<file path="src/rtl/cpu_pkg.sv">
// Shared CPU constants for the HI/LO multiply unit: operand width, default
// multiplier settle time, HI/LO product split and the unit's state encoding.
package cpu_pkg;

    localparam int XLEN        = 32;
    localparam int MUL_LAT_DEF = 2;

    // HI holds the upper half of the 64-bit product, LO the lower half.
    localparam int HI_MSB = 63;
    localparam int HI_LSB = 32;
    localparam int LO_MSB = 31;
    localparam int LO_LSB = 0;

    // Wide enough for MUL_LAT-1 over the legal range 1..15.
    localparam int CNT_W = 4;

    typedef enum logic {
        IDLE = 1'b0,
        WAIT = 1'b1
    } mul_state_e;

endpackage

</file>
<file path="src/rtl/mul_hilo_unit.sv">
// Multicycle control around the external combinational signed multiplier:
// holds operands stable for MUL_LAT edges, then captures the product into HI/LO.
module mul_hilo_unit
    import cpu_pkg::*;
#(
    parameter int WIDTH   = XLEN,
    parameter int MUL_LAT = MUL_LAT_DEF
) (
    input  logic                      clock,
    input  logic                      clear,
    input  logic                      mul_start,
    input  logic signed [WIDTH-1:0]   op_a,
    input  logic signed [WIDTH-1:0]   op_b,
    output logic        [WIDTH-1:0]   mul_x,
    output logic        [WIDTH-1:0]   mul_y,
    input  logic signed [2*WIDTH-1:0] mul_z,
    input  logic                      mthi,
    input  logic                      mtlo,
    input  logic        [WIDTH-1:0]   wr_data,
    output logic                      busy,
    output logic                      done,
    output logic                      wr_err,
    output logic        [WIDTH-1:0]   hi,
    output logic        [WIDTH-1:0]   lo
);

    localparam logic [CNT_W-1:0] LAT_M1 = CNT_W'(MUL_LAT - 1);

    mul_state_e       state_q, state_d;
    logic [CNT_W-1:0] cnt_q, cnt_d;
    logic [WIDTH-1:0] x_q, x_d, y_q, y_d;
    logic [WIDTH-1:0] hi_q, hi_d, lo_q, lo_d;
    logic             busy_q, busy_d;
    logic             done_q, done_d;
    logic             err_q, err_d;
    logic             start_acc;
    logic             capture;
    logic             any_req;

    assign any_req = mul_start | mthi | mtlo;

    // Next-state: IDLE accepts a start; WAIT counts down and captures at zero.
    always_comb begin
        state_d   = state_q;
        cnt_d     = cnt_q;
        start_acc = 1'b0;
        capture   = 1'b0;
        case (state_q)
            IDLE: begin
                if (mul_start) begin
                    start_acc = 1'b1;
                    cnt_d     = LAT_M1;
                    state_d   = WAIT;
                end
            end
            WAIT: begin
                if (cnt_q == '0) begin
                    capture = 1'b1;
                    state_d = IDLE;
                end else begin
                    cnt_d = cnt_q - 1'b1;
                end
            end
        endcase
    end

    // Registered status and operand next values.
    always_comb begin
        busy_d = (state_d == WAIT);
        done_d = capture;
        err_d  = (state_q == WAIT) && any_req;
        x_d    = start_acc ? op_a : x_q;
        y_d    = start_acc ? op_b : y_q;
    end

    // HI/LO: product capture wins; moves are honoured only in IDLE, so a move
    // issued alongside mul_start lands first and is later overwritten.
    always_comb begin
        hi_d = hi_q;
        lo_d = lo_q;
        if (capture) begin
            hi_d = mul_z[2*WIDTH-1:WIDTH];
            lo_d = mul_z[WIDTH-1:0];
        end else if (state_q == IDLE) begin
            if (mthi) hi_d = wr_data;
            if (mtlo) lo_d = wr_data;
        end
    end

    always_ff @(posedge clock) begin
        if (!clear) begin
            state_q <= IDLE;
            cnt_q   <= '0;
            x_q     <= '0;
            y_q     <= '0;
            busy_q  <= 1'b0;
            done_q  <= 1'b0;
            err_q   <= 1'b0;
        end else begin
            state_q <= state_d;
            cnt_q   <= cnt_d;
            x_q     <= x_d;
            y_q     <= y_d;
            busy_q  <= busy_d;
            done_q  <= done_d;
            err_q   <= err_d;
        end
    end

    always_ff @(posedge clock) begin
        if (!clear) begin
            hi_q <= '0;
            lo_q <= '0;
        end else begin
            hi_q <= hi_d;
            lo_q <= lo_d;
        end
    end

    assign mul_x  = x_q;
    assign mul_y  = y_q;
    assign busy   = busy_q;
    assign done   = done_q;
    assign wr_err = err_q;
    assign hi     = hi_q;
    assign lo     = lo_q;

endmodule

</file>
<file path="config.mk">
export PLATFORM = sky130hd
export DESIGN_NAME = mul_hilo_unit
export DESIGN_NICKNAME = d
export VERILOG_FILES = /design/src/rtl/cpu_pkg.sv /design/src/rtl/mul_hilo_unit.sv
export SDC_FILE = /design/constraint.sdc
export NUM_CORES = 1
export LEC_CHECK = 0
export BUFFER_PORTS_ARGS = -buffer_cell sky130_fd_sc_hd__buf_4
export CORE_AREA = 2 2 118 120
export DETAILED_ROUTE_END_ITERATION = 12
export DIE_AREA = 0 0 120 122
export HOLD_SLACK_MARGIN = 0.05
export PLACE_DENSITY = 0.73
export SKIP_CTS_REPAIR_TIMING = 1
export SYNTH_ARGS = -nofsm -noshare
export SYNTH_HDL_FRONTEND = slang
export SYNTH_SLANG_ARGS = --single-unit
</file>
<file path="constraint.sdc">
create_clock -name clock -period 1.3 [get_ports clock]
set_input_delay 0.325 -clock clock [delete_from_list [all_inputs] [get_ports clock]]
set_output_delay 0.325 -clock clock [all_outputs]
set_load 0.01 [all_outputs]
</file>
# Word level (Yosys, flattened, before mapping)
# Index checks and enable logic that the tools add are counted.
# classes
n_reduce_logical	7
eq_ne	3
mux	15
n_addsub	1
n_bitwise	3
# op_table
cell	n
32-bit two-way mux	6
4-bit two-way mux	2
4-bit case mux with 2 select lines	1
2-bit AND reduction	3
1-bit two-way mux	5
4-bit logical NOT	1
2-bit inequality test (second input constant)	2
2-bit nonzero test	2
4-bit by 1-bit subtractor with 4-bit output (second input constant)	1
2-bit by 1-bit inequality test with 1-bit output (second input constant)	1
1-bit bitwise OR	2
1-bit case mux with 2 select lines	1
1-bit logical AND	1
1-bit NOT	1
# totals
word_cells	37
in_bits	165
ff_bits	135
output_inout_bits	131

# Depth between registers and ports, before layout
# logic_depth
word_depth	5
mapped_depth	7
depth_no_buf	5

# Worst setup path before layout
# Ideal clock, no wire load.
# synth_timing
kind	flip-flop to flip-flop
start	reg cnt_q[0]
end	reg hi_q[22] (netlist: hi[22])
stages_incl_launch_ff	7
arrival_ns	1.225
period_less_slack_ns	1.362
slack_ns	-0.062
setup_time_ns	0.137
path_cell_list	dfxtp_1 > inv_1 > ha_1 > nand4bb_1 > buf_4 > clkbuf_1 > a31oi_1
# synth_via
elab_chain_cells	5
elab_cells_between_ends	7
classes_between	eq/ne: 1; mux: 3; reduce/logical: 3
# synth_lines
element	line	source
from (decl)	mul_hilo_unit.sv:30	logic [CNT_W-1:0] cnt_q, cnt_d;
from (signal assigned)	mul_hilo_unit.sv:101	cnt_q <= cnt_d;
4-bit logical NOT (*)	mul_hilo_unit.sv:57	if (cnt_q == '0) begin
1-bit two-way mux (*)	mul_hilo_unit.sv:57	
1-bit two-way mux (*)	mul_hilo_unit.sv:48	case (state_q)
2-bit by 1-bit inequality test with 1-bit output (no line) or 2-bit nonzero test (tied branches)	--	
2-bit AND reduction (no line)	--	
to (signal assigned)	mul_hilo_unit.sv:115	hi_q <= hi_d;
to (decl)	mul_hilo_unit.sv:32	logic [WIDTH-1:0] hi_q, hi_d, lo_q, lo_d;
# Mark *: on every way between the ends. The rest lies on a longest branch, timed or not.
# A chain may end at the register's enable or synchronous reset.

# Worst setup path after layout
# layout_timing
start	reg cnt_q[1]
end	reg lo_q[24] (netlist: lo[24])
# layout_via
elab_chain_cells	5
elab_cells_between_ends	7
classes_between	eq/ne: 1; mux: 3; reduce/logical: 3
# layout_lines
element	line	source
4-bit logical NOT (*)	mul_hilo_unit.sv:57	
1-bit two-way mux (*)	mul_hilo_unit.sv:57	
1-bit two-way mux (*)	mul_hilo_unit.sv:48	
2-bit by 1-bit inequality test with 1-bit output (no line) or 2-bit nonzero test (tied branches)	--	
2-bit AND reduction (no line)	--	
to (signal assigned)	mul_hilo_unit.sv:116	lo_q <= lo_d;
to (decl)	mul_hilo_unit.sv:32	
# Marked as above.

==> impl_metrics.env <==
export IMPL_status="finished, violations left"
export IMPL_violations="setup timing"
export IMPL_wl_per_cell_um=16.17
export IMPL_drive_gt1_share_pct=44.02
export IMPL_seq_area_frac_synth_pct=51.85
export IMPL_start_util_pct=38.60
export IMPL_synth_distinct_cells=27
export IMPL_ios=296
export IMPL_worstSetupStartpointType="register"
export IMPL_netlist_instances=674
export IMPL_cts_root_buf="clkbuf_16"
export IMPL_ir_worst_vdd_v=0.0008386
export IMPL_coreArea_sq_um=13500
export IMPL_antenna_found_initial=0
export IMPL_p_int_mw=9.263
export IMPL_maxCapViolCount=0
export IMPL_fp_dieW_um=120
export IMPL_layout_setup_ws_ps=-56.55
export IMPL_finalCriticalPeriod_ps=1357
export IMPL_finalMaxSlewViolations=0
export IMPL_synth_ff_type="dfxtp_1"
export IMPL_yosysWarnings=0
export IMPL_vias=5910
export IMPL_swShare_pct=30.39
export IMPL_post_synth_cell_area_avg_sq_um=7.734
export IMPL_synth_top_family_by_area="compound AO/OA/AOI/OAI gates"
export IMPL_regArea_sq_um=2709
export IMPL_p_total_mw=13.31
export IMPL_cts_sinks=135
export IMPL_multi_input_area_sq_um=2587
export IMPL_async_reset_ff_share_pct=0
export IMPL_power_density_nw_per_um2=1489
export IMPL_ys_seq_elements=135
export IMPL_cts_buffers=17
export IMPL_grt_pass1_wl_mm=26.68
export IMPL_finalNetCount=1140
export IMPL_n_fill_cell=1182
export IMPL_fmax_mhz=737.2
export IMPL_worst_setup_path_end_kind="register"
export IMPL_first_global_vias=5311
export IMPL_period_share_pct=104.4
export IMPL_setup_violations_final=19
export IMPL_cts_tree="built"
export IMPL_track_usage_pct=22.92
export IMPL_power_leakage_nw=3.948
export IMPL_max_slew_margin_rel_pct=83.73
export IMPL_power_frac_comb_pct=28.2
export IMPL_cts_buffer_depth=2
export IMPL_rsz0062_at_grt="true"
export IMPL_muxShareOfSynthArea_pct=0.1920
export IMPL_hold_path_class="input pin to register"
export IMPL_clk_latency_ps=410
export IMPL_cts_max_level=4
export IMPL_clkPwrFrac_pct=34.5
export IMPL_clk_pin_slew_ps=70
export IMPL_drtIter0Drc=280
export IMPL_synth_xor_area_share_pct=0
export IMPL_yosys_area_share_adder_pct=0.4801
export IMPL_grt_max_degree=72
export IMPL_critPathArrivalTime_ps=1680
export IMPL_crit_required_ps=1630
export IMPL_pwr_share_seq_pct=37.3
export IMPL_syn_cell_area_sq_um=5212
export IMPL_routabilityCongestion=0.8083
export IMPL_dp_hpwl_mm=12.27
export IMPL_dr_pass1_iters=5
export IMPL_drt_antenna_violating_nets=0
export IMPL_vias_per_cell=5.069
export IMPL_wirelength_mm=18.85
export IMPL_antenna_cells=0
export IMPL_path_max_fanout=5
export IMPL_syn_nets=841
export IMPL_die_h_um=122
export IMPL_worstMarginPinSlew_ps=240.9
export IMPL_overflow=0
export IMPL_p_sw_mw=4.045
export IMPL_post_route_util_pct=66.20
export IMPL_hold_violations=0
export IMPL_area_growth_syn_to_layout_pct=71.51
export IMPL_drc_errors=0
export IMPL_row_count=43
export IMPL_synth_edf_count=0
export IMPL_io_buffers=295
export IMPL_synth_compound_area_share_pct=21.15
export IMPL_crit_type="register to register"
export IMPL_clock_skew_ps=16.49
export IMPL_synth_simple_gate_area_share_pct=20.45
export IMPL_die_area_sq_um=14640
cell usage after synthesis (2+ instances only):
master / n / area (sq um)
nand2_1: 257 / 964.7
nor2_1: 4 / 15.01
clkbuf_1: 21 / 78.83
dfxtp_1: 135 / 2703
buf_2: 23 / 115.1
inv_1: 3 / 11.26
o21ai_0: 66 / 330.3
a31oi_1: 64 / 400.4
clkbuf_2: 3 / 15.01
a21oi_1: 64 / 320.3
nand2b_1: 4 / 25.02
nor2b_1: 4 / 25.02
ha_1: 2 / 25.02
buf_4: 11 / 82.58
worst max-delay path: stages, from the launching register on:
cell       delay [ps]
dfxtp_2           320
inv_2              70
ha_4              150
nand4bb_4         130
buf_6             160
buf_6             130
buf_6             150
a31oi_1           170
per-layer routing:
layer | up-vias | global-route usage, % | routed length [um]
li1 | 2873 | - | -
met3 | 14 | 7.818 | 1807
met4 | 0 | 6.912 | 224
met5 | - | 0 | 0
met1 | 2751 | 27.45 | 7562
met2 | 272 | 38.92 | 9255
stage by stage:
| stage | cell area (sq um) | std cells | setup slack [ps] | setup TNS, ps | hold slack, ps |
|---|---|---|---|---|---|
| 2_1_floorplan | 5216 | 674 | -6.296 | -162.6 | 457.4 |
| 3_3_place_gp | 7780 | 1121 | -58.56 | -1535 | 442.9 |
| 3_5_place_dp | 7780 | 1121 | -113.2 | -4256 | 447.1 |
| 4_1_cts | 8346 | 1153 | -233.2 | -5483 | 146.7 |
| 5_1_grt | 8940 | 1166 | -130.6 | -3018 | 151.8 |
| 6_report | 8940 | 1166 | -56.55 | -178.0 | 162.5 |
layout by cell type (no fill, tap or decap), drive strengths merged:
master,count
a21oi,64
a31oi,64
a32oi,1
and3,1
buf,333
bufinv,1
clkbuf,24
clkinv,5
clkinvlp,4
dfxtp,135
ha,2
inv,7
mux2i,1
nand2,257
nand2b,4
nand3,1
nand3b,1
nand4bb,1
nor2,4
nor2b,4
o211ai,1
o21ai,66
o2bb2ai,1
o311a,1
o31ai,1
o41ai,1
or3,1
sequential cells by signal, summed over array words and instances, names as in the netlist:
register	cells
busy	1
cnt_q	4
done	1
hi	32
lo	32
mul_x	32
mul_y	32
wr_err	1
power by group through the flow:
stage,Clock (mW),Combinational (mW),Sequential [mW]
after floorplan,0,1.16,5.21
after global placement,0,3.01,5.02
after detailed placement,0,3.04,5.02
after CTS,4.68,3.05,4.95
after global routing,4.88,4.02,5.01
final,4.59,3.75,4.96
layout make-up:
cell class	count	area share [%]
clock buffers	19	4.955
clock inverters	13	1.372
inverters	4	0.1679
multi-input cells	477	28.94
flip-flops and latches	135	30.30
well taps	180	2.519
repair buffers	338	31.74
cells by family after synthesis:
group,after synthesis
AO/OA/AOI/OAI,200
adder cells (fa/ha/maj),2
AND/OR/NAND/NOR,274
buffers and inverters,62
flip-flops,135
multiplexers,1
final timing paths:
path,startpoint,end,depth (start not counted),slack (ps)
worst max-delay path,cnt_q[1],lo[24],7,-60
worst min-delay path,op_b[21],mul_y[21],3,160
worst max register to register,cnt_q[1],lo[24],7,-60
worst min register to register,mul_y[10],mul_y[10],2,450
Note: power is estimated with default switching activity, not from simulation.
